**config.mk**
```make
export PLATFORM = sky130hd
export DESIGN_NAME = seg_scan
export DESIGN_NICKNAME = d
export VERILOG_FILES = /design/src/rtl/seg_scan_pkg.sv /design/src/rtl/seg_scan_hex_decode.sv /design/src/rtl/seg_scan.sv
export SDC_FILE = /design/constraint.sdc
export NUM_CORES = 1
export LEC_CHECK = 0
export CORE_ASPECT_RATIO = 0.9
export CORE_UTILIZATION = 60
export CTS_CLUSTER_DIAMETER = 150
export DETAILED_ROUTE_END_ITERATION = 7
export PLACE_DENSITY = 0.93
export SETUP_SLACK_MARGIN = 0.15
export SLEW_MARGIN = 20
export SYNTH_ARGS = -nofsm -noshare
export SYNTH_HDL_FRONTEND = slang
export SYNTH_HIERARCHICAL = 1
export SYNTH_SLANG_ARGS = --single-unit
```
**constraint.sdc**
```tcl
create_clock -name clk -period 4.8 [get_ports clk]
set_clock_uncertainty 0.2 [all_clocks]
set_input_delay 0.72 -clock clk [delete_from_list [all_inputs] [get_ports clk]]
set_output_delay 0.72 -clock clk [all_outputs]
set_load 0.02 [all_outputs]
```
**src/rtl/seg_scan_pkg.sv**
```systemverilog
// Shared segment codes (active-low {dp,g,f,e,d,c,b,a}), digit count and default scan divider.
package seg_scan_pkg;

  localparam int NUM_DIGITS  = 8;
  localparam int DIV_DEFAULT = 100000;

  localparam logic [7:0] SEG_0     = 8'hC0;
  localparam logic [7:0] SEG_1     = 8'hF9;
  localparam logic [7:0] SEG_2     = 8'hA4;
  localparam logic [7:0] SEG_3     = 8'hB0;
  localparam logic [7:0] SEG_4     = 8'h99;
  localparam logic [7:0] SEG_5     = 8'h92;
  localparam logic [7:0] SEG_6     = 8'h82;
  localparam logic [7:0] SEG_7     = 8'hF8;
  localparam logic [7:0] SEG_8     = 8'h80;
  localparam logic [7:0] SEG_9     = 8'h90;
  localparam logic [7:0] SEG_A     = 8'h88;
  localparam logic [7:0] SEG_B     = 8'h83;
  localparam logic [7:0] SEG_C     = 8'hC6;
  localparam logic [7:0] SEG_D     = 8'hA1;
  localparam logic [7:0] SEG_E     = 8'h86;
  localparam logic [7:0] SEG_F     = 8'h8E;
  localparam logic [7:0] SEG_BLANK = 8'hFF;

  // Index of the highest nonzero nibble; 0 when the word is all zero so digit 0 always shows.
  function automatic logic [2:0] top_nonzero(input logic [31:0] w);
    logic [2:0] t;
    t = 3'd0;
    for (int k = 1; k < NUM_DIGITS; k++) begin
      if (w[4*k +: 4] != 4'h0) t = 3'(k);
    end
    return t;
  endfunction

endpackage

```
**src/rtl/seg_scan_hex_decode.sv**
```systemverilog
// Combinational hex nibble to active-low cathode pattern, decimal point held off.
module seg_hex_decode
  import seg_scan_pkg::*;
(
  input  logic [3:0] nibble,
  output logic [7:0] seg
);

  always_comb begin
    seg = SEG_BLANK;
    case (nibble)
      4'h0: seg = SEG_0;
      4'h1: seg = SEG_1;
      4'h2: seg = SEG_2;
      4'h3: seg = SEG_3;
      4'h4: seg = SEG_4;
      4'h5: seg = SEG_5;
      4'h6: seg = SEG_6;
      4'h7: seg = SEG_7;
      4'h8: seg = SEG_8;
      4'h9: seg = SEG_9;
      4'hA: seg = SEG_A;
      4'hB: seg = SEG_B;
      4'hC: seg = SEG_C;
      4'hD: seg = SEG_D;
      4'hE: seg = SEG_E;
      4'hF: seg = SEG_F;
      default: seg = SEG_BLANK;
    endcase
  end

endmodule

```
**src/rtl/seg_scan.sv**
```systemverilog
// 8-digit common-anode scanner with tear-free frame-boundary commit; outputs registered 1 cycle after tick.
// No backpressure: writes are always accepted, last write per frame wins. SEG_BLANK_EN adds leading-zero blanking.
module seg_scan
  import seg_scan_pkg::*;
#(
  parameter int DIV = DIV_DEFAULT
)(
  input  logic        clk,
  input  logic        rst_n,
  input  logic [31:0] seg_data,
  input  logic        seg_we,
  output logic [7:0]  an,
  output logic [7:0]  cat,
  output logic        frame_done
);

  localparam int CNT_W = (DIV > 1) ? $clog2(DIV) : 1;

  logic [CNT_W-1:0] prescaler;
  logic [2:0]       idx;
  logic [31:0]      active;
  logic [31:0]      pending_data;
  logic             pending;
  logic             tick;
  logic             boundary;
  logic [3:0]       nibble;
  logic [7:0]       seg_code;
  logic [7:0]       an_nxt;
  logic [7:0]       cat_nxt;

  assign tick     = (prescaler == CNT_W'(DIV - 1));
  assign boundary = tick && (idx == 3'd7);

  always_ff @(posedge clk or negedge rst_n) begin
    if (!rst_n) begin
      prescaler <= '0;
      idx       <= 3'd0;
    end else begin
      prescaler <= tick ? '0 : prescaler + 1'b1;
      if (tick) idx <= idx + 3'd1;
    end
  end

  // Shadow register: active only changes on the frame boundary, so a frame never mixes two words.
  always_ff @(posedge clk or negedge rst_n) begin
    if (!rst_n) begin
      active       <= 32'h0;
      pending_data <= 32'h0;
      pending      <= 1'b0;
    end else if (boundary) begin
      pending <= 1'b0;
      if (seg_we)       active <= seg_data;
      else if (pending) active <= pending_data;
    end else if (seg_we) begin
      pending_data <= seg_data;
      pending      <= 1'b1;
    end
  end

  assign nibble = active[{idx, 2'b00} +: 4];

  seg_hex_decode u_decode (
    .nibble (nibble),
    .seg    (seg_code)
  );

`ifdef SEG_BLANK_EN
  logic [2:0] top_digit;

  assign top_digit = top_nonzero(active);

  always_comb begin
    an_nxt  = ~(8'b1 << idx);
    cat_nxt = seg_code;
    if (idx > top_digit) begin
      an_nxt  = 8'hFF;
      cat_nxt = SEG_BLANK;
    end
  end
`else
  assign an_nxt  = ~(8'b1 << idx);
  assign cat_nxt = seg_code;
`endif

  // an and cat share one register stage so anode and cathode switch on the same edge.
  always_ff @(posedge clk or negedge rst_n) begin
    if (!rst_n) begin
      an         <= 8'hFF;
      cat        <= SEG_BLANK;
      frame_done <= 1'b0;
    end else begin
      an         <= an_nxt;
      cat        <= cat_nxt;
      frame_done <= boundary;
    end
  end

endmodule
```
After elaboration in Yosys (flattened, before gate mapping)
Memories as Yosys holds them, arrays and structs flattened. A register that Yosys moved wholly into a read port is not among the register bits.
Cells that the tools add are included.
- register bits after elaboration: 102
- latch bits: 0
- RAM bits: 0
- memory bits (read-only): 112
- input bits: 35
- output and inout bits: 17
- memories: 1
- memories (name ; words ; width ; read ports ; clocked after Yosys merged registers in ; wr ports ; line ; source):
    (no name shown) ; 16 ; 7 ; 1 ; 1 ; 0 ; seg_scan_hex_decode.sv:11 ; case (nibble)
- add/sub/neg operators: 2
- $mul: 0
- div/mod/pow operators: 0
- order comparisons: 0
- eq/ne operators: 2
- shifts and indexed selects: 2
- mux-type cells: 5
- bitwise operators: 2
- reductions and logical operators: 6
- operators by type and width (operator ; count):
    two-way mux 32 bit ; 2
    indexed part select 32 x 6 -> 4 bit ; 1
    adder 17 x 1 -> 17 bit, second input constant ; 1
    == test 17 bit, second input constant ; 1
    two-way mux 17 bit ; 1
    NOT 8 bit ; 1
    << shifter 1 x 3 -> 8 bit, first input constant ; 1
    AND reduction 2 bit ; 2
    nonzero test 2 bit ; 2
    adder 3 x 1 -> 3 bit, second input constant ; 1
    == test 3 bit, second input constant ; 1
    two-way mux 1 bit ; 2
    logical AND 1 bit ; 1
    zero test 1 bit ; 1
    NOT 1 bit ; 1

Logic depth before layout (Yosys ltp)
- depth after elaboration: 4
- mapped depth: 9
- mapped depth without buffers: 8

Modules after synthesis
The synthesis kept the hierarchy.
- modules (own cells, without submodules) (module ; times used ; cells an instance ; area an instance (sq um) ; sequential area each (sq um)):
    seg_scan ; 1 ; 389 ; 4631.9 ; 2572.5
    seg_hex_decode ; 1 ; 34 ; 286.5 ; 0.0

Worst setup path before layout
Ideal clock, no wire load.
- path kind: reg2reg
- start point: reg idx[0]
- end point: reg cat[0]
- setup time: 79 ps
- arrival time: 2244 ps
- data required time: 4521 ps
- path slack: 2277 ps
- cell stages (with the launch flop): 10
- cells stage by stage: dfrtp_1 buf_2 mux4_2 nand2_1 nand2_1 inv_1 ha_1 and2b_2 or3b_1 o21ai_0
- cells in the longest elaborated chain, start to end: 1
- RTL lines (element ; line ; source):
    from (decl) ; seg_scan.sv:20 ; logic [2:0] idx;
    from (signal assigned) ; seg_scan.sv:40 ; if (tick) idx <= idx + 3'd1;
    indexed part select 32 x 6 -> 4 bit ; seg_scan.sv:60 ; assign nibble = active[{idx, 2'b00} +: 4];
    net nibble[1] ; seg_scan.sv:26 ; logic [3:0] nibble;
    to (decl) ; seg_scan.sv:13 ; output logic [7:0] cat,
The timed path passes the listed nets, and every way through them passes these cells.
A chain may end at the register's enable or synchronous reset.

Final worst setup path
Same ends and word-level chain as after synthesis.

==> flow_metrics.tcl <==
set metrics [dict create \
    outcome "complete, no violations" \
    synth-edff-count 0 \
    yosysWarningCount 6 \
    final_util_pct 72.6 \
    slew_violations 0 \
    power_per_cell_area_nw_per_um2 269 \
    syn_area_per_cell_um2 11.6 \
    clk_pin_slew_worst_paths_ns 0.10 \
    dp_slack_ns 1.95 \
    start_util_pct 63.6 \
    worstPathArrival_ns 2.97 \
    rows 30 \
    worst-endpoint-required_ns 4.89 \
    synthArstFlopShare_pct 100 \
    grt_pass1_wl_um 16700 \
    p_comb_share_pct 7.3 \
    post_cts_buffers 0 \
    core_um2 7730 \
    portBuffers 51 \
    drive_above_1_share_pct 16.0 \
    rr_worst_depth 8 \
    final_cell_mix "dfrtp_1 (86), nand2_1 (53), clkdlybuf4s50_1 (49)" \
    grt_overflow 0 \
    dr.pass1.iters 4 \
    fin_setup_tns_ns 0 \
    rr_startpoint "idx[0]" \
    final_common_cell "dfrtp_1" \
    hold_class "in2async" \
    ys_seq_elements 102 \
    die_x_um 97.4 \
    path_max_fanout 11 \
    antennaDiodeCount 0 \
    crit_buf_inv 1 \
    slew_headroom_pct 47.1 \
    nFillCells 497 \
    min_period_ns 2.87 \
    crit_path_frequent_cell "nand2_1" \
    grtUsageTotal_pct 25.2 \
    wl_um 9900 \
    cts_buffers 9 \
    antenna_found_initial 0 \
    p_clk_share_pct 33.3 \
    ir_drop_mv 0.165 \
    via_per_inst 5.89 \
    drc_errors 0 \
    syn-num-nets 472 \
    cp_cell_sequence "mux4_2, nand2_1, nand2_1, inv_1, ha_1, and2b_2, or3b_1, o21ai_0" \
    end_kind "flop" \
    power_mw 1.51 \
    synth.distinct_cells 44 \
    critPathKind "reg2reg" \
    gp_congestion 0.860 \
    setup_slack_ns 1.93 \
    cts_sinks 102 \
    switching_share_pct 25.5 \
    syn_inst 423 \
    areaGrowthSynthToFinish_pct 14.2 \
    seq_power_share_pct 59.4 \
    cts_root_buf "clkbuf_8" \
    rsz0062_at_grt "no" \
    p_sw_mw 0.385 \
    synth_flop_cell "dfrtp_1" \
    cts_resized 0 \
    finalSetupViolCount 0 \
    pin_count 52 \
    dp_hpwl_um 6650 \
    synth_area_um2 4920 \
    start_kind "flop" \
    regToRegEndpoint "cat[0]" \
    wl_per_cell_um 17.5 \
    rrSetupSlack_ns 1.93 \
    clk_path_buf_depth 2 \
    cpPeakStageDelay_ns 0.74 \
    cts_hold_buf 0 \
    fmax_mhz 348 \
    internal_power_mw 1.13 \
    cpMaxStageDelayCell "dfrtp_1" \
    tritoncts "yes" \
    p_leak_nw 2.62 \
    die_area_um2 8560 \
    grt_max_degree 66 \
    ant_nets 0 \
    maxCapViolCount 0 \
    tightest_slew_ns 0.794 \
    ctsHtreeMaxLevel 3 \
    die_y_um 87.9 \
    drt_iter0_drc 240 \
    clock_latency_ns 0.37 \
    final_nets 513 \
    grt_pass1_vias 3344 \
    hold_violations 0 \
    via_count 3327 \
    crit_family "simple AND/OR/NAND/NOR gates" \
    yosysSeqAreaShare_pct 52.3 \
    timing.final.crit_share_pct 59.9 \
]
registers in the layout (all words and copies together) (netlist names):
name	count
prescaler	17
cat	8
idx	3
active	32
frame_done	1
pending_data	32
pending	1
an	8
synth_stat cells, types with 2 or more instances:
cell type  instances  area [µm²]
inv_1             39         146
nand3_1            8        40.0
o2bb2ai_1         32         280
and2_1             2        12.5
xnor2_1            8        70.1
buf_6              4        45.0
mux2_1            10         113
mux2_4            20         300
nor4_1             4        25.0
clkbuf_1           8        30.0
a22o_1             2        17.5
ha_1              14         175
nand4_1            6        37.5
mux2_2             3        33.8
xor2_1             8        70.1
nand2_1           53         199
and3_1             3        18.8
o21ai_0           35         175
dfstp_2           16         420
dfrtp_1           86        2150
mux4_2             8         180
buf_2             10        50.1
mux2i_1            5        50.1
nor2_1            17        63.8
nor3_1             3        15.0
worst max path at each step:
| stage | from | end | cells after the start |
|---|---|---|---|
| 2_1_floorplan | idx[0] | cat[0] | 9 |
| 3_3_place_gp | idx[0] | pending_data[16] | 4 |
| 3_5_place_dp | idx[0] | cat[0] | 8 |
| 4_1_cts | idx[0] | cat[0] | 8 |
| 5_1_grt | idx[0] | cat[0] | 8 |
| 6_report | idx[0] | cat[0] | 8 |
per-layer routing:
layer | track usage [%] | routed length (µm)
met5 | 0 | 0
met4 | 6.82 | 167
met3 | 5.75 | 503
met2 | 42.7 | 4940
met1 | 33.3 | 4280
cell type report:
cell class | count | area [µm²] | area share, %
inverters | 40 | 150 | 2.67
repair buffers | 54 | 526 | 9.36
flip-flops and latches | 102 | 2570 | 45.8
clock buffers | 9 | 124 | 2.21
well taps | 96 | 120 | 2.14
clock inverters | 7 | 55.1 | 0.980
multi-input cells | 257 | 2070 | 36.8
power by group through the flow:
stage                     combinational [mW]  sequential [mW]  clock, mW
after CTS                              0.112            0.899      0.512
final                                  0.110            0.899      0.504
after floorplan                       0.0499            0.910          0
after global placement                 0.104            0.912          0
after detailed placement               0.111            0.914          0
after global routing                   0.123            0.902      0.546
logic make-up after synthesis:
| group | share of synthesized area, % |
|---|---|
| buffers and inverters | 5.83 |
| other | 0.0762 |
| adder cells (fa/ha/maj) | 3.56 |
| multiplexers | 14.3 |
| AO/OA/AOI/OAI | 10.2 |
| flip-flops | 52.3 |
| XOR/XNOR | 2.85 |
| AND/OR/NAND/NOR | 10.9 |
stage by stage:
stage	hold slack (ns)	instances	instance area, µm²
after global placement	0.270	549	5440
after floorplan	0.224	423	4920
final	0.233	565	5620
after detailed placement	0.273	549	5440
after CTS	0.258	565	5620
after global routing	0.297	565	5620
Note: power is estimated with default switching activity, not from simulation.
